File: src/rtl/dcache_flush_ctrl_pkg.sv
// Shared definitions for the dcache miss/flush sequencer: FSM encoding,
// default geometry and the address-split helpers.
package dcache_flush_ctrl_pkg;

  typedef enum logic [2:0] {
    ST_IDLE   = 3'd0,
    ST_WB_RD  = 3'd1,
    ST_WB_WR  = 3'd2,
    ST_FILL   = 3'd3,
    ST_COMMIT = 3'd4
  } state_t;

  localparam int DEF_DATABITS      = 32;
  localparam int DEF_ADDRBITS      = 32;
  localparam int DEF_CACHEADDRBITS = 5;
  localparam int DEF_LSBITS        = 2;
  localparam int DEF_LINENUM       = 4;
  localparam int DEF_CNTMISSBITS   = 8;

  function automatic int line_words(input int cacheaddrbits);
    return 1 << cacheaddrbits;
  endfunction

  // Lowest address bit that belongs to the line tag.
  function automatic int tag_lsb(input int cacheaddrbits, input int lsbits);
    return cacheaddrbits + lsbits;
  endfunction

endpackage

File: src/rtl/dcache_flush_ctrl_if.sv
// Bundle of CPU-side, cache-line-side and memory-side signals seen by the
// flush controller; master is the controller, slave is its environment.
interface dcache_flush_ctrl_if import dcache_flush_ctrl_pkg::*; #(
  parameter int DATABITS      = DEF_DATABITS,
  parameter int ADDRBITS      = DEF_ADDRBITS,
  parameter int CACHEADDRBITS = DEF_CACHEADDRBITS,
  parameter int LINENUM       = DEF_LINENUM,
  parameter int CNTMISSBITS   = DEF_CNTMISSBITS
);

  logic [ADDRBITS-1:0]             dcache_addr;
  logic                            dcache_rdreq;
  logic                            dcache_wrreq;
  logic                            dcache_stall;
  logic [LINENUM-1:0]              line_miss;
  logic [LINENUM-1:0]              line_dirty;
  logic [LINENUM*CNTMISSBITS-1:0]  flush_cnt_miss;
  logic [LINENUM*ADDRBITS-1:0]     line_wbaddr;
  logic [DATABITS-1:0]             line_rddata;
  logic [LINENUM-1:0]              flush_mode;
  logic                            flush_write;
  logic [CACHEADDRBITS-1:0]        flush_addr;
  logic                            flush_dirty;
  logic [DATABITS-1:0]             line_in;
  logic                            line_in_valid;
  logic [ADDRBITS-1:0]             mem_addr;
  logic                            mem_rdreq;
  logic                            mem_wrreq;
  logic [DATABITS-1:0]             mem_wrdata;
  logic [DATABITS-1:0]             mem_rddata;
  logic                            mem_valid;

  modport master (
    input  dcache_addr, dcache_rdreq, dcache_wrreq,
    input  line_miss, line_dirty, flush_cnt_miss, line_wbaddr, line_rddata,
    input  mem_rddata, mem_valid,
    output dcache_stall,
    output flush_mode, flush_write, flush_addr, flush_dirty, line_in, line_in_valid,
    output mem_addr, mem_rdreq, mem_wrreq, mem_wrdata
  );

  modport slave (
    output dcache_addr, dcache_rdreq, dcache_wrreq,
    output line_miss, line_dirty, flush_cnt_miss, line_wbaddr, line_rddata,
    output mem_rddata, mem_valid,
    input  dcache_stall,
    input  flush_mode, flush_write, flush_addr, flush_dirty, line_in, line_in_valid,
    input  mem_addr, mem_rdreq, mem_wrreq, mem_wrdata
  );

endinterface

File: src/rtl/dcache_victim_sel.sv
// Combinational victim picker: one-hot select of the line with the largest
// miss counter, ties resolved towards the lowest line index.
module dcache_victim_sel import dcache_flush_ctrl_pkg::*; #(
  parameter int LINENUM     = DEF_LINENUM,
  parameter int CNTMISSBITS = DEF_CNTMISSBITS
) (
  input  logic [LINENUM*CNTMISSBITS-1:0] i_cnt,
  output logic [LINENUM-1:0]             o_victim
);

  logic [CNTMISSBITS-1:0] w_best_val;
  int                     w_best_idx;

  // Strict greater-than keeps the earlier (lower) index on equal counts.
  always_comb begin
    w_best_val = i_cnt[0 +: CNTMISSBITS];
    w_best_idx = 0;
    for (int i = 1; i < LINENUM; i++) begin
      if (i_cnt[i*CNTMISSBITS +: CNTMISSBITS] > w_best_val) begin
        w_best_val = i_cnt[i*CNTMISSBITS +: CNTMISSBITS];
        w_best_idx = i;
      end
    end
    o_victim = '0;
    for (int i = 0; i < LINENUM; i++) begin
      o_victim[i] = (i == w_best_idx);
    end
  end

endmodule

File: src/rtl/dcache_flush_ctrl.sv
// Miss sequencer behind the dcache lines: picks a victim, writes it back if
// dirty, refills it word by word from memory and commits the new tag.
module dcache_flush_ctrl import dcache_flush_ctrl_pkg::*; #(
  parameter int DATABITS      = DEF_DATABITS,
  parameter int ADDRBITS      = DEF_ADDRBITS,
  parameter int CACHEADDRBITS = DEF_CACHEADDRBITS,
  parameter int LSBITS        = DEF_LSBITS,
  parameter int CACHESIZE     = line_words(CACHEADDRBITS),
  parameter int LINENUM       = DEF_LINENUM,
  parameter int CNTMISSBITS   = DEF_CNTMISSBITS
) (
  input logic               clk,
  input logic               reset,
  dcache_flush_ctrl_if.master bus
);

  localparam int TAGLSB = tag_lsb(CACHEADDRBITS, LSBITS);
  localparam logic [CACHEADDRBITS-1:0] CNT_LAST = CACHEADDRBITS'(CACHESIZE - 1);

  state_t                     r_state;
  logic [CACHEADDRBITS-1:0]   r_cnt;
  logic [LINENUM-1:0]         r_victim;
  logic [ADDRBITS-TAGLSB-1:0] r_tag;
  logic [ADDRBITS-1:0]        r_wbaddr;
  logic                       r_wr;
  logic [DATABITS-1:0]        r_wrdata;
  logic                       r_wr_hold;

  logic [LINENUM-1:0]         w_victim;
  logic                       w_vic_dirty;
  logic [ADDRBITS-1:0]        w_vic_wbaddr;
  logic                       w_miss;
  logic                       w_cnt_last;
  logic                       w_unused_addr_lsb;

  dcache_victim_sel #(
    .LINENUM     (LINENUM),
    .CNTMISSBITS (CNTMISSBITS)
  ) u_victim_sel (
    .i_cnt    (bus.flush_cnt_miss),
    .o_victim (w_victim)
  );

  assign w_miss            = (bus.dcache_rdreq | bus.dcache_wrreq) & (&bus.line_miss);
  assign w_vic_dirty       = |(w_victim & bus.line_dirty);
  assign w_cnt_last        = (r_cnt == CNT_LAST);
  assign w_unused_addr_lsb = ^bus.dcache_addr[TAGLSB-1:0];

  always_comb begin
    w_vic_wbaddr = '0;
    for (int i = 0; i < LINENUM; i++) begin
      if (w_victim[i]) w_vic_wbaddr |= bus.line_wbaddr[i*ADDRBITS +: ADDRBITS];
    end
  end

  // Sequencer state; data captures are left out of the reset branch since
  // every output that exposes them is gated by the state.
  always_ff @(posedge clk) begin
    if (reset) begin
      r_state   <= ST_IDLE;
      r_cnt     <= '0;
      r_wr_hold <= 1'b0;
    end else begin
      case (r_state)
        ST_IDLE: begin
          r_cnt     <= '0;
          r_wr_hold <= 1'b0;
          if (w_miss) begin
            r_victim <= w_victim;
            r_tag    <= bus.dcache_addr[ADDRBITS-1:TAGLSB];
            r_wbaddr <= w_vic_wbaddr;
            r_wr     <= bus.dcache_wrreq;
            r_state  <= w_vic_dirty ? ST_WB_RD : ST_FILL;
          end
        end
        ST_WB_RD: begin
          r_wr_hold <= 1'b0;
          r_state   <= ST_WB_WR;
        end
        ST_WB_WR: begin
          if (bus.mem_valid) begin
            r_wr_hold <= 1'b0;
            if (w_cnt_last) begin
              r_cnt   <= '0;
              r_state <= ST_FILL;
            end else begin
              r_cnt   <= r_cnt + 1'b1;
              r_state <= ST_WB_RD;
            end
          end else if (!r_wr_hold) begin
            r_wrdata  <= bus.line_rddata;
            r_wr_hold <= 1'b1;
          end
        end
        ST_FILL: begin
          if (bus.mem_valid) begin
            if (w_cnt_last) begin
              r_cnt   <= '0;
              r_state <= ST_COMMIT;
            end else begin
              r_cnt   <= r_cnt + 1'b1;
            end
          end
        end
        ST_COMMIT: begin
          r_cnt   <= '0;
          r_state <= ST_IDLE;
        end
        default: begin
          r_cnt   <= '0;
          r_state <= ST_IDLE;
        end
      endcase
    end
  end

  // The victim word read in WB_RD arrives on line_rddata during the first
  // WB_WR cycle; it is forwarded there and held in r_wrdata while waiting.
  always_comb begin
    bus.dcache_stall  = (r_state != ST_IDLE) | w_miss;
    bus.flush_mode    = '0;
    bus.flush_write   = 1'b0;
    bus.flush_addr    = '0;
    bus.flush_dirty   = 1'b0;
    bus.line_in       = '0;
    bus.line_in_valid = 1'b0;
    bus.mem_addr      = '0;
    bus.mem_rdreq     = 1'b0;
    bus.mem_wrreq     = 1'b0;
    bus.mem_wrdata    = '0;
    case (r_state)
      ST_WB_RD: begin
        bus.flush_mode = r_victim;
        bus.flush_addr = r_cnt;
      end
      ST_WB_WR: begin
        bus.flush_mode = r_victim;
        bus.flush_addr = r_cnt;
        bus.mem_wrreq  = 1'b1;
        bus.mem_addr   = r_wbaddr + (ADDRBITS'(r_cnt) << LSBITS);
        bus.mem_wrdata = r_wr_hold ? r_wrdata : bus.line_rddata;
      end
      ST_FILL: begin
        bus.mem_rdreq = 1'b1;
        bus.mem_addr  = {r_tag, r_cnt, {LSBITS{1'b0}}};
        if (bus.mem_valid) begin
          bus.line_in       = bus.mem_rddata;
          bus.line_in_valid = 1'b1;
          bus.flush_write   = 1'b1;
          bus.flush_mode    = r_victim;
          bus.flush_addr    = r_cnt;
        end
      end
      ST_COMMIT: begin
        bus.flush_mode  = r_victim;
        bus.flush_write = 1'b1;
        bus.flush_dirty = r_wr;
      end
      default: ;
    endcase
  end

endmodule

File: src/flat_wrapper.sv
// flat-port wrapper written by rule: the top's interface ports become plain ports
module dcache_flush_ctrl_flat import dcache_flush_ctrl_pkg::*;
#(
  parameter int DATABITS      = DEF_DATABITS,
  parameter int ADDRBITS      = DEF_ADDRBITS,
  parameter int CACHEADDRBITS = DEF_CACHEADDRBITS,
  parameter int LSBITS        = DEF_LSBITS,
  parameter int CACHESIZE     = line_words(CACHEADDRBITS),
  parameter int LINENUM       = DEF_LINENUM,
  parameter int CNTMISSBITS   = DEF_CNTMISSBITS
)
  (clk, reset, bus_dcache_addr, bus_dcache_rdreq, bus_dcache_wrreq, bus_line_miss, bus_line_dirty, bus_flush_cnt_miss, bus_line_wbaddr, bus_line_rddata, bus_mem_rddata, bus_mem_valid, bus_dcache_stall, bus_flush_mode, bus_flush_write, bus_flush_addr, bus_flush_dirty, bus_line_in, bus_line_in_valid, bus_mem_addr, bus_mem_rdreq, bus_mem_wrreq, bus_mem_wrdata);
  dcache_flush_ctrl_if #(.DATABITS(DATABITS), .ADDRBITS(ADDRBITS), .CACHEADDRBITS(CACHEADDRBITS), .LINENUM(LINENUM), .CNTMISSBITS(CNTMISSBITS)) bus_i ();
  input logic clk;
  input logic reset;
  input wire logic [$bits(bus_i.dcache_addr)-1:0] bus_dcache_addr;
  input wire logic [$bits(bus_i.dcache_rdreq)-1:0] bus_dcache_rdreq;
  input wire logic [$bits(bus_i.dcache_wrreq)-1:0] bus_dcache_wrreq;
  input wire logic [$bits(bus_i.line_miss)-1:0] bus_line_miss;
  input wire logic [$bits(bus_i.line_dirty)-1:0] bus_line_dirty;
  input wire logic [$bits(bus_i.flush_cnt_miss)-1:0] bus_flush_cnt_miss;
  input wire logic [$bits(bus_i.line_wbaddr)-1:0] bus_line_wbaddr;
  input wire logic [$bits(bus_i.line_rddata)-1:0] bus_line_rddata;
  input wire logic [$bits(bus_i.mem_rddata)-1:0] bus_mem_rddata;
  input wire logic [$bits(bus_i.mem_valid)-1:0] bus_mem_valid;
  output wire logic [$bits(bus_i.dcache_stall)-1:0] bus_dcache_stall;
  output wire logic [$bits(bus_i.flush_mode)-1:0] bus_flush_mode;
  output wire logic [$bits(bus_i.flush_write)-1:0] bus_flush_write;
  output wire logic [$bits(bus_i.flush_addr)-1:0] bus_flush_addr;
  output wire logic [$bits(bus_i.flush_dirty)-1:0] bus_flush_dirty;
  output wire logic [$bits(bus_i.line_in)-1:0] bus_line_in;
  output wire logic [$bits(bus_i.line_in_valid)-1:0] bus_line_in_valid;
  output wire logic [$bits(bus_i.mem_addr)-1:0] bus_mem_addr;
  output wire logic [$bits(bus_i.mem_rdreq)-1:0] bus_mem_rdreq;
  output wire logic [$bits(bus_i.mem_wrreq)-1:0] bus_mem_wrreq;
  output wire logic [$bits(bus_i.mem_wrdata)-1:0] bus_mem_wrdata;
  assign bus_i.dcache_addr = bus_dcache_addr;
  assign bus_i.dcache_rdreq = bus_dcache_rdreq;
  assign bus_i.dcache_wrreq = bus_dcache_wrreq;
  assign bus_i.line_miss = bus_line_miss;
  assign bus_i.line_dirty = bus_line_dirty;
  assign bus_i.flush_cnt_miss = bus_flush_cnt_miss;
  assign bus_i.line_wbaddr = bus_line_wbaddr;
  assign bus_i.line_rddata = bus_line_rddata;
  assign bus_i.mem_rddata = bus_mem_rddata;
  assign bus_i.mem_valid = bus_mem_valid;
  assign bus_dcache_stall = bus_i.dcache_stall;
  assign bus_flush_mode = bus_i.flush_mode;
  assign bus_flush_write = bus_i.flush_write;
  assign bus_flush_addr = bus_i.flush_addr;
  assign bus_flush_dirty = bus_i.flush_dirty;
  assign bus_line_in = bus_i.line_in;
  assign bus_line_in_valid = bus_i.line_in_valid;
  assign bus_mem_addr = bus_i.mem_addr;
  assign bus_mem_rdreq = bus_i.mem_rdreq;
  assign bus_mem_wrreq = bus_i.mem_wrreq;
  assign bus_mem_wrdata = bus_i.mem_wrdata;
  dcache_flush_ctrl #(.DATABITS(DATABITS), .ADDRBITS(ADDRBITS), .CACHEADDRBITS(CACHEADDRBITS), .LSBITS(LSBITS), .CACHESIZE(CACHESIZE), .LINENUM(LINENUM), .CNTMISSBITS(CNTMISSBITS)) u_core (.clk(clk), .reset(reset), .bus(bus_i));
endmodule
File: config.mk
export PLATFORM = sky130hd
export DESIGN_NAME = dcache_flush_ctrl_flat
export DESIGN_NICKNAME = d
export VERILOG_FILES = /design/src/rtl/dcache_flush_ctrl_pkg.sv /design/src/rtl/dcache_flush_ctrl_if.sv /design/src/rtl/dcache_victim_sel.sv /design/src/rtl/dcache_flush_ctrl.sv /design/src/flat_wrapper.sv
export SDC_FILE = /design/constraint.sdc
export NUM_CORES = 1
export LEC_CHECK = 0
export CAP_MARGIN = 0
export CORE_AREA = 2 2 146 148
export CTS_BUF_LIST = sky130_fd_sc_hd__clkbuf_8
export CTS_CLUSTER_DIAMETER = 40
export DETAILED_ROUTE_END_ITERATION = 10
export DIE_AREA = 0 0 148 150
export DONT_BUFFER_PORTS = 1
export SYNTH_ARGS = -nofsm -noshare
export SYNTH_HDL_FRONTEND = slang
export SYNTH_SLANG_ARGS = --single-unit
File: constraint.sdc
create_clock -name clk -period 10.51 [get_ports clk]
set_input_delay 0.5255 -clock clk [delete_from_list [all_inputs] [get_ports clk]]
set_output_delay 0.5255 -clock clk [all_outputs]
set_load 0.01 [all_outputs]
Word level (Yosys, flattened, before mapping)
Index checks and enable logic that the tools add are counted.

Register bits: 103. Bits of input ports: 269. Word-level logic and storage cells: 86.

Multiplexer cells: 36. Add/sub/neg operators: 2. Magnitude comparators: 3. Bitwise gates (word level): 10. Equal/unequal tests: 13. Reductions and logical operators: 14.

Operator list (count): $mux 32 (10); $or 32x32->32 (3); $eq 3x32->1 const A (2); $pmux 32 s2 (1); $add 32x7->32 (1); $eq 2x32->1 const A (1); $logic_not 32->1 (1); $gt 8x8->1 (3); $pmux 5 s2 (2); $mux 8 (2); $mux 5 (3); $mux 3 (4); $pmux 3 s4 (1); $pmux 4 s2 (1); $reduce_and 4->1 (2); $mux 1 (7); $eq 3x2->1 const B (2); $ne 2x1->1 const B (3); $reduce_and 3->1 (2); $reduce_or 2->1 (3); $add 5x1->5 const B (1); $eq 5x5->1 const B (1); $and 4x4->4 (1); $mux 2 (2); other kinds (14) (19).

Longest topological paths before layout
Gate-level depths: netlist of run 1.

Depth in word-level cells: 14. Depth in mapped cells: 26. Mapped depth without buffers: 20.

Cells and area by module
From an unflattened synthesis of run 1, not the netlist that was laid out.

Cell total of the unflattened synthesis: 720. Area total of the unflattened synthesis: 7104.3 um^2.

By module, submodules not included: dcache_flush_ctrl (instances 1, area an instance 6095.8 um^2, cells each 586); dcache_victim_sel (instances 1, area an instance 1008.5 um^2, cells each 134).

Worst setup path after synthesis of run 1
OpenSTA, ideal clock, no wires.

Kind: input -> register. From: input port reset. To: register u_core.r_tag[0] (enable). Setup slack: 4.788 ns. Data required time: 9.949 ns. Arrival: 5.161 ns. Library setup time: 0.561 ns. Stages on the path: 4. Cells stage by stage: clkbuf_1 nor2_1 nand2_1 nor3_1.

Word-level cells in the longest chain between the ends: 2.

RTL lines: from (decl) (line flat_wrapper.sv:15) `input logic reset;`; $not 1->1 (no line); $reduce_and 3->1 (no line); to (signal assigned) (line dcache_flush_ctrl.sv:70) `r_tag <= bus.dcache_addr[ADDRBITS-1:TAGLSB];`; to (decl) (line dcache_flush_ctrl.sv:23) `logic [ADDRBITS-TAGLSB-1:0] r_tag;`.

Every way passes these cells. A chain may end at the register's enable or synchronous reset.

Worst setup path in the final report of run 1
From: input port bus_flush_cnt_miss[1]. To: register u_core.r_wbaddr[4] (data pin).

Word-level cells in the longest chain between the ends: 14.

RTL lines: from (decl) (line flat_wrapper.sv:21) `input wire logic [$bits(bus_i.flush_cnt_miss)-1:0] bus_flush_cnt_miss;`; $gt 8x8->1 (line dcache_victim_sel.sv:19) `if (i_cnt[i*CNTMISSBITS +: CNTMISSBITS] > w_best_val) begin`; $mux 8 (line dcache_victim_sel.sv:19); $gt 8x8->1 (line dcache_victim_sel.sv:19); $mux 8 (line dcache_victim_sel.sv:19); $gt 8x8->1 (line dcache_victim_sel.sv:19); $mux 32 * (line dcache_victim_sel.sv:19); $logic_not 32->1 (line dcache_victim_sel.sv:26) `o_victim[i] = (i == w_best_idx);`; $mux 32 (line dcache_flush_ctrl.sv:52) `if (w_victim[i]) w_vic_wbaddr |= bus.line_wbaddr[i*ADDRBITS +: ADDRBITS];`; $or 32x32->32 (line dcache_flush_ctrl.sv:52); $mux 32 (line dcache_flush_ctrl.sv:52); $or 32x32->32 (line dcache_flush_ctrl.sv:52); $mux 32 (line dcache_flush_ctrl.sv:52); $or 32x32->32 (line dcache_flush_ctrl.sv:52); $mux 32 * (line dcache_flush_ctrl.sv:52); net u_core.w_vic_wbaddr[4] (line dcache_flush_ctrl.sv:31) `logic [ADDRBITS-1:0] w_vic_wbaddr;`; to (signal assigned) (line dcache_flush_ctrl.sv:71) `r_wbaddr <= w_vic_wbaddr;`; to (decl) (line dcache_flush_ctrl.sv:24) `logic [ADDRBITS-1:0] r_wbaddr;`.

Mark *: on every way through the listed nets, which the timed path passes. The rest lies on a longest branch.

==> flow_metrics.tcl, run 1 <==
set metrics [dict create \
    status "completed" \
    postSynth.asyncResetShare_pct 0 \
    die_y_microns 150 \
    p_total_mw 1.25 \
    synth_commonest_cells "and3_1, edfxtp_1, nor2_1" \
    synthSimpleGateAreaFrac_pct 22.7 \
    port-buffer-count 0 \
    gp_congestion 0.787 \
    cp.required_ps 10640 \
    fmax_mhz 143 \
    postCtsHoldBufs 0 \
    finish.net_count 1021 \
    h-tree-depth 3 \
    whs_path_depth 1 \
    dieArea_sq_mm 0.0222 \
    clock_skew_ps 12.6 \
    startpoint_type "primary input" \
    synthTopCellsByArea "edfxtp_1, and3_1, ha_1" \
    synth_cell_types 60 \
    syn_avg_cell_area_sq_um 9.51 \
    min_path_type "primary input to flop" \
    critPathArrivalTime_ps 7140 \
    clk_pin_slew_ps 110 \
    synth_compound_area_share_pct 15.7 \
    leakagePower_nw 2.92 \
    cts_buffers 9 \
    synth-edff-count 94 \
    synth_top_area_share_pct 39.0 \
    initial_core_util_pct 35.0 \
    syn_nets 1062 \
    grt_pass1_wl_mm 31.8 \
    crit_type "primary input to flop" \
    via_count 5761 \
    synth-seq-cells 103 \
    fill_cells 2118 \
    crit_path_end_kind "flop" \
    cts-root-buf "clkbuf_8" \
    dieWidth_microns 148 \
    synth_mux_area_share_pct 6.67 \
    cts_resized 0 \
    hold_slack_ps 187 \
    cap_violations 0 \
    syn_inst 761 \
    post-cts-setup-buffer-count 0 \
    drt_iter0_markers 261 \
    vias_per_cell 5.74 \
    coreArea_sq_mm 0.0207 \
    yosysTopAreaCell "edfxtp_1" \
    layout-drive-gt1-share_pct 11.0 \
    cts.sinks 103 \
    yosysWarnings 0 \
    rsz0062_at_grt "false" \
    tritoncts "done" \
    cellPowerDensity_mw_per_mm2 163 \
    drc 0 \
    synth_xor_area_share_pct 3.02 \
    ant_nets 0 \
    irDropWorstVdd_mv 0.0783 \
    wl_mm 22.3 \
    cts_max_path_buffers 2 \
    insertion_delay_ps 400 \
    drv_slew 0 \
    min_to "u_core.r_state[0]" \
    synth_fa_ha_area_share_pct 5.63 \
    io_pins 380 \
    r2r_end "u_core.r_wrdata[22]" \
    syn_to_final_growth_pct 5.39 \
    setup_viol 0 \
    crit_fanout 46 \
    grt_pass1_vias 5308 \
    ff2ff_path_depth 5 \
    worstMarginPinSlew_ps 958 \
    ys_seq_area_share_pct 41.5 \
    track_usage_pct 19.0 \
    synth_top_family_by_area "simple AND/OR/NAND/NOR gates" \
    fin_crit_sh_pct 66.7 \
    crit_start "bus_flush_cnt_miss[1]" \
    grt_max_degree 77 \
    worstHoldStart "reset" \
    dp_hpwl_mm 17.4 \
    overflow 0 \
    synth_flop_cell "edfxtp_1" \
    slew_headroom_pct 36.2 \
    r2r_start "u_core.r_state[1]" \
    syn_area_sq_mm 0.00724 \
    fin_tns_setup_ps 0 \
    min_period_ps 7010 \
    rows 53 \
    r2r_slack_ps 7950 \
    wl_per_cell_microns 22.2 \
    hold_viol 0 \
    antenna_found_initial 5 \
    yosysMostFrequentCell "and3_1" \
    drt-pass1-iter-count 4 \
]
## placed cells by master (no fill, tap or decap), types with 9 or more instances in the layout
cell / n
a211oi_1: 39
a21o_1: 12
mux2_2: 33
o31ai_1: 33
a21oi_1: 34
ha_1: 31
nor3_1: 11
inv_1: 20
nand2_1: 56
and3_1: 105
buf_4: 9
xnor2_1: 21
nand4_1: 11
mux2i_1: 10
dfxtp_1: 9
nor2_1: 72
edfxtp_1: 94
clkbuf_8: 9
o21ai_0: 26
nand3_1: 11
## how the worst max path moves through the flow
stage / to / cells past startpoint
4_1_cts: u_core.r_wbaddr[4] / 20
3_3_place_gp: u_core.r_wbaddr[4] / 20
6_report: u_core.r_wbaddr[4] / 20
3_5_place_dp: u_core.r_wbaddr[4] / 20
5_1_grt: u_core.r_wbaddr[4] / 21
2_1_floorplan: u_core.r_tag[0] / 4
## where the power goes
group	total [mW]	internal [mW]	switching (mW)
combinational	0.466	0.147	0.318
clock	0.278	0.116	0.162
sequential	0.502	0.481	0.0215
total	1.25	0.745	0.501
## area by class of cell
class | instances | area [sq um] | area share (%)
multi-input combinational | 577 | 3910 | 51.3
sequential | 103 | 3000 | 39.4
tap | 275 | 344 | 4.51
clock buffer | 9 | 124 | 1.62
clock inverter | 7 | 95.1 | 1.25
inverter | 20 | 75.1 | 0.984
timing repair buffer | 9 | 67.6 | 0.886
antenna | 4 | 10.0 | 0.131
## cell families after synthesis
kind of cell,Yosys count
AO/OA/AOI/OAI,170
flip-flops,103
adder cells (fa/ha/maj),32
multiplexers,44
XOR/XNOR,25
AND/OR/NAND/NOR,306
buffers and inverters,81
## per-layer routing
metal	vias to the layer above	share of wire (%)	GRT usage (%)
li1	2759	-	-
met1	2737	44	25.1
met2	246	47	31.1
met3	17	7.7	4.57
met4	2	1.2	5.62
met5	-	0.058	0
## through the flow
step                worst slack, ps  instances  util, %  area (sq um)
CTS                            3490       1000     36.8          7620
global route                   2960       1002     36.9          7620
detailed placement             3080        984     35.8          7400
finish                         3500       1004     36.9          7630
floorplan                      4790        761        -          7240
global placement               3140        984     35.8          7400
## flip-flops by register name (all words and copies together), names as in the netlist
register,count
u_core.r_wbaddr,32
u_core.r_wrdata,32
u_core.r_tag,25
u_core.r_cnt,5
u_core.r_victim,4
u_core.r_state,3
u_core.r_wr,1
u_core.r_wr_hold,1
## critical path, cell delays in order
cell and delay (ps):
inv_1 20, ha_1 300, nor2b_1 130, o211ai_1 160
a211o_1 790, nand2_2 750, mux2i_1 450, ha_1 310
and4b_1 210, a211o_1 300, a22oi_2 450, buf_4 490
nor2_1 80, a21o_1 170, ha_1 290, a211oi_1 240
o21bai_1 110, o22a_2 380, buf_4 330, o31ai_1 580
No activity file was read; power rests on OpenSTA's default activity.
==> run 2: changes to the inputs <==
- clock period: 10.51 -> 6.2 ns (I/O delays scaled with it)
==> run 2 against run 1 <==
- worst hold slack got worse by 160 ps
- total power rose by 66%
- global-route usage fell by 0.15 points
- cell count rose by 2.8%
- non-clock buffer count rose by 31
- die area did not move
- critical path type unchanged
==> flow_metrics.tcl, run 2 (synthesis gave the netlist of run 1 again) <==
set metrics [dict create \
    cpMaxStageDelayCell "a22oi_2" \
    path_cells "inv_1 > ha_1 > nand4_2 > a211o_1 > nand2_2 > mux2i_1 > ha_1 > and4b_1 > a211o_1 > a22oi_2 > buf_4 > a21o_1 > ha_1 > nor2b_1 > o211ai_1 > a21oi_1 > o22a_2 > buf_4 > o31ai_1" \
    final_cell_mix "and3_1, edfxtp_1, nor2_1" \
    dieWidth_microns 148 \
    antenna_found_initial 2 \
    insertion_delay_ps 390 \
    vias_per_cell 5.67 \
    crit_type "primary input to flop" \
    coreArea_sq_mm 0.0207 \
    track_usage_pct 18.9 \
    startpoint_type "primary input" \
    initial_core_util_pct 35.0 \
    finish.net_count 1052 \
    grt_pass1_wl_mm 31.6 \
    wl_per_cell_microns 21.6 \
    hold_slack_ps 22.7 \
    cts-root-buf "clkbuf_8" \
    postCtsHoldBufs 22 \
    fin_tns_setup_ps 0 \
    setup_viol 0 \
    final_common_cell "and3_1" \
    layout-drive-gt1-share_pct 11.4 \
    dp_hpwl_mm 17.5 \
    tritoncts "done" \
    ant_nets 0 \
    irDropWorstVdd_mv 0.119 \
    worstMarginPinSlew_ps 861 \
    status "completed" \
    hold_viol 0 \
    slew_headroom_pct 42.6 \
    drt_iter0_markers 278 \
    post-cts-setup-buffer-count 0 \
    fmax_mhz 197 \
    leakagePower_nw 3.04 \
    crit_fanout 25 \
    wl_mm 22.3 \
    drt-pass1-iter-count 5 \
    min_period_ps 5090 \
    min_path_type "primary input to flop" \
    dpl_worst_slack_ps 670 \
    cts_buffers 9 \
    gp_congestion 0.810 \
    critPathArrivalTime_ps 5240 \
    cp.required_ps 6360 \
    cap_violations 0 \
    cts_resized 0 \
    fin_crit_sh_pct 82.1 \
    cellPowerDensity_mw_per_mm2 262 \
    p_total_mw 2.07 \
    io_pins 380 \
    crit_path_end_kind "flop" \
    worst-path-buf-inv 3 \
    overflow 0 \
    clk_pin_slew_ps 100 \
    final.setup.worst_slack_ps 1110 \
    grt_max_degree 77 \
    cp_slowest_stage_delay_ps 550 \
    top_regs "u_core.r_wbaddr x32, u_core.r_wrdata x32, u_core.r_tag x25" \
    clock_skew_ps 13.6 \
    path_common_cell "ha_1" \
    port-buffer-count 0 \
    fill_cells 2090 \
    via_count 5852 \
    drv_slew 0 \
    cts_max_path_buffers 2 \
    h-tree-depth 3 \
    grt_pass1_vias 5355 \
    rows 53 \
    die_y_microns 150 \
    rsz0062_at_grt "false" \
    drc 0 \
    syn_to_final_growth_pct 9.02 \
    cts.sinks 103 \
    path_delay_family "compound AO/OA/AOI/OAI gates" \
    dieArea_sq_mm 0.0222 \
]
run 2: changes by cell type in the layout (fill, tap and decap cells not counted), sizes merged:
cell / before / now
buf: 9 / 15
bufinv: 1 / 0
dlygate4sd3: 0 / 25
diode: 4 / 2
run 2: per-layer routing:
| layer | GRT usage (%) | routed length, microns | up-vias |
|---|---|---|---|
| met5 | 0 | 0 | - |
| met4 | 4.95 | 231 | 0 |
| met3 | 5.03 | 1670 | 15 |
| met2 | 32.0 | 10700 | 260 |
| met1 | 23.9 | 9690 | 2758 |
| li1 | - | - | 2819 |
run 2: per-stage QoR:
stage               area (sq um)  cells  util, %
floorplan                   7240    761        -
global placement            7460    990     36.0
detailed placement          7460    990     36.0
CTS                         7860   1027     38.0
global route                7890   1032     38.1
finish                      7890   1032     38.1
run 2: area by class of cell:
cell class / count / area [sq um] / share of cell area (%)
Multi-Input combinational cell: 577 / 3910 / 49.6
Sequential cell: 103 / 3000 / 38.0
Timing Repair Buffer: 40 / 375 / 4.76
Tap cell: 275 / 344 / 4.36
Clock buffer: 9 / 124 / 1.57
Inverter: 20 / 75.1 / 0.951
Clock inverter: 6 / 55.1 / 0.698
Antenna cell: 2 / 5.00 / 0.0634
run 2: worst reg2reg max path: cells and delay by family (launching register included):
family                 cells  cell delay [ps]
AND/OR/NAND/NOR            3              670
flip-flops                 1              450
buffers and inverters      1              660
run 2: report_power, final:
group	total [mW]	leakage [nW]	internal (mW)	switching (mW)
clock	0.403	0.0945	0.152	0.251
sequential	0.834	0.922	0.815	0.0192
combinational	0.832	2.02	0.277	0.555
run 2: worst paths after layout:
path,from,to,slack (ps),depth (start not counted)
worst max-delay path,bus_flush_cnt_miss[7],u_core.r_wbaddr[29],1110,19
worst min-delay path,bus_dcache_wrreq,u_core.r_wr,20,0
worst max register to register,u_core.r_state[1],u_core.r_tag[17],3980,4
worst min register to register,u_core.r_wr_hold,u_core.r_wr_hold,550,2
==> run 3: changes to the inputs <==
- clock period: 6.2 -> 4.9 ns (I/O delays scaled with it)
==> run 3 against run 2 <==
- clock power is 49% higher
- sequential power increased by 29%
- via count fell by 0.44%
- worst setup slack got worse by 540 ps
==> flow_metrics.tcl, run 3 (synthesis gave the netlist of run 1 again) <==
set metrics [dict create \
    fmax_mhz 231 \
    min_period_ps 4330 \
    dieArea_sq_mm 0.0222 \
    fill_cells 2103 \
    seqCellArea_sq_mm 0.00300 \
    grt_pass1_wl_mm 32.7 \
    p_seq_share_pct 40.1 \
    layout-drive-gt1-share_pct 11.4 \
    cts_max_path_buffers 2 \
    grt_pass1_vias 5606 \
    worstMarginPinSlew_ps 890 \
    slew_headroom_pct 40.3 \
    drt_iter0_markers 309 \
    syn_to_final_growth_pct 10.0 \
    finish.net_count 1053 \
    fin_crit_sh_pct 88.3 \
    startpoint_type "primary input" \
    die_y_microns 150 \
    critPathArrivalTime_ps 4510 \
    wl_mm 22.6 \
    wl_per_cell_microns 21.8 \
    gp_congestion 0.839 \
    drc 0 \
    cts_buffers 9 \
    port-buffer-count 0 \
    tritoncts "done" \
    cp.required_ps 5080 \
    insertion_delay_ps 390 \
    final_cell_mix "and3_1, edfxtp_1, nor2_1" \
    ant_nets 0 \
    crit_type "primary input to flop" \
    final_util_pct 38.5 \
    dieWidth_microns 148 \
    multi_input_area_sq_mm 0.00392 \
    dp_hpwl_mm 17.7 \
    rsz0062_at_grt "false" \
    crit_fanout 69 \
    antenna_found_initial 3 \
    crit_path_end_kind "flop" \
    post-cts-setup-buffer-count 0 \
    combPwrFrac_pct 37.5 \
    overflow 0 \
    clk_pin_slew_ps 120 \
    intPower_mw 1.63 \
    via_count 5826 \
    p_clk_share_pct 22.3 \
    irDropWorstVdd_mv 0.212 \
    vias_per_cell 5.63 \
    cap_violations 0 \
    min_path_type "primary input to flop" \
    h-tree-depth 3 \
    coreArea_sq_mm 0.0207 \
    grt_max_degree 77 \
    setup_viol 0 \
    status "completed" \
    io_pins 380 \
    cts-root-buf "clkbuf_8" \
    hold_viol 0 \
    fin_tns_setup_ps 0 \
    top_regs "u_core.r_wbaddr x32, u_core.r_wrdata x32, u_core.r_tag x25" \
    cellPowerDensity_mw_per_mm2 336 \
    track_usage_pct 19.4 \
    whs_path_depth 2 \
    ff2ff_path_depth 6 \
    cts.sinks 103 \
    drt-pass1-iter-count 5 \
    clock_skew_ps 14.8 \
    leakagePower_nw 3.06 \
    rows 53 \
    initial_core_util_pct 35.0 \
    drv_slew 0 \
    p_sw_mw 1.05 \
    p_sw_share_pct 39.1 \
    final_common_cell "and3_1" \
]
==> run 3: cell type report <==
cell class	instances	share of cell area, %
diodes	3	0.0942
clock buffers	9	1.55
clock inverters	7	1.19
inverters	20	0.942
multi-input cells	577	49.2
flip-flops and latches	103	37.7
well taps	275	4.32
repair buffers	41	5.03
==> run 3: repair_timing <==
| item | in CTS | in global routing |
|---|---|---|
| hold buffers | 27 | 0 |
| hold endpoints to repair | 34 | 0 |
| resized for setup | 0 | 0 |
==> run 3: worst max-delay path: stages <==
cell	delay, ps
inv_1	30
ha_1	320
nand4_2	160
a211o_1	320
nand2_2	180
buf_4	260
mux2i_1	340
ha_1	200
nand4_1	100
or2_1	270
a22oi_2	210
buf_12	210
nor2_1	60
a21o_1	150
ha_1	280
a211oi_1	230
o21bai_1	120
o22a_2	250
buf_12	200
o31ai_1	350
==> run 3: per-layer routing <==
metal / vias to the layer above / global-route usage [%] / wire length [microns]
met3: 15 / 5.15 / 1730
met1: 2739 / 25.2 / 9750
met5: - / 0 / 0
li1: 2815 / - / -
met4: 0 / 4.81 / 264
met2: 257 / 32.3 / 10800
==> run 3: final timing paths <==
path	endpoint	slack [ps]	start
max	u_core.r_wbaddr[11]	570	bus_flush_cnt_miss[7]
min	u_core.r_wbaddr[12]	30	bus_line_wbaddr[108]
max reg2reg	u_core.r_cnt[0]	2510	u_core.r_state[0]
min reg2reg	u_core.r_wr_hold	560	u_core.r_wr_hold
==> run 3: per-stage QoR <==
stage | total power, mW | std cells | setup WS, ps | hold WS (ps) | cell area, sq um
3_5_place_dp | 2.10 | 989 | 157 | 319 | 7470
6_report | 2.68 | 1035 | 572 | 34.9 | 7970
4_1_cts | 2.72 | 1032 | 559 | 6.29 | 7960
2_1_floorplan | 1.86 | 761 | 135 | 344 | 7240
5_1_grt | 2.87 | 1035 | 285 | 8.46 | 7970
3_3_place_gp | 2.08 | 989 | 233 | 317 | 7470
==> run 3: power by group through the flow <==
stage	registers (mW)	clock network, mW	logic (mW)
2_1_floorplan	1.06	0	0.798
3_3_place_gp	1.09	0	0.985
3_5_place_dp	1.10	0	1.00
4_1_cts	1.08	0.624	1.02
5_1_grt	1.08	0.660	1.13
6_report	1.08	0.599	1.01
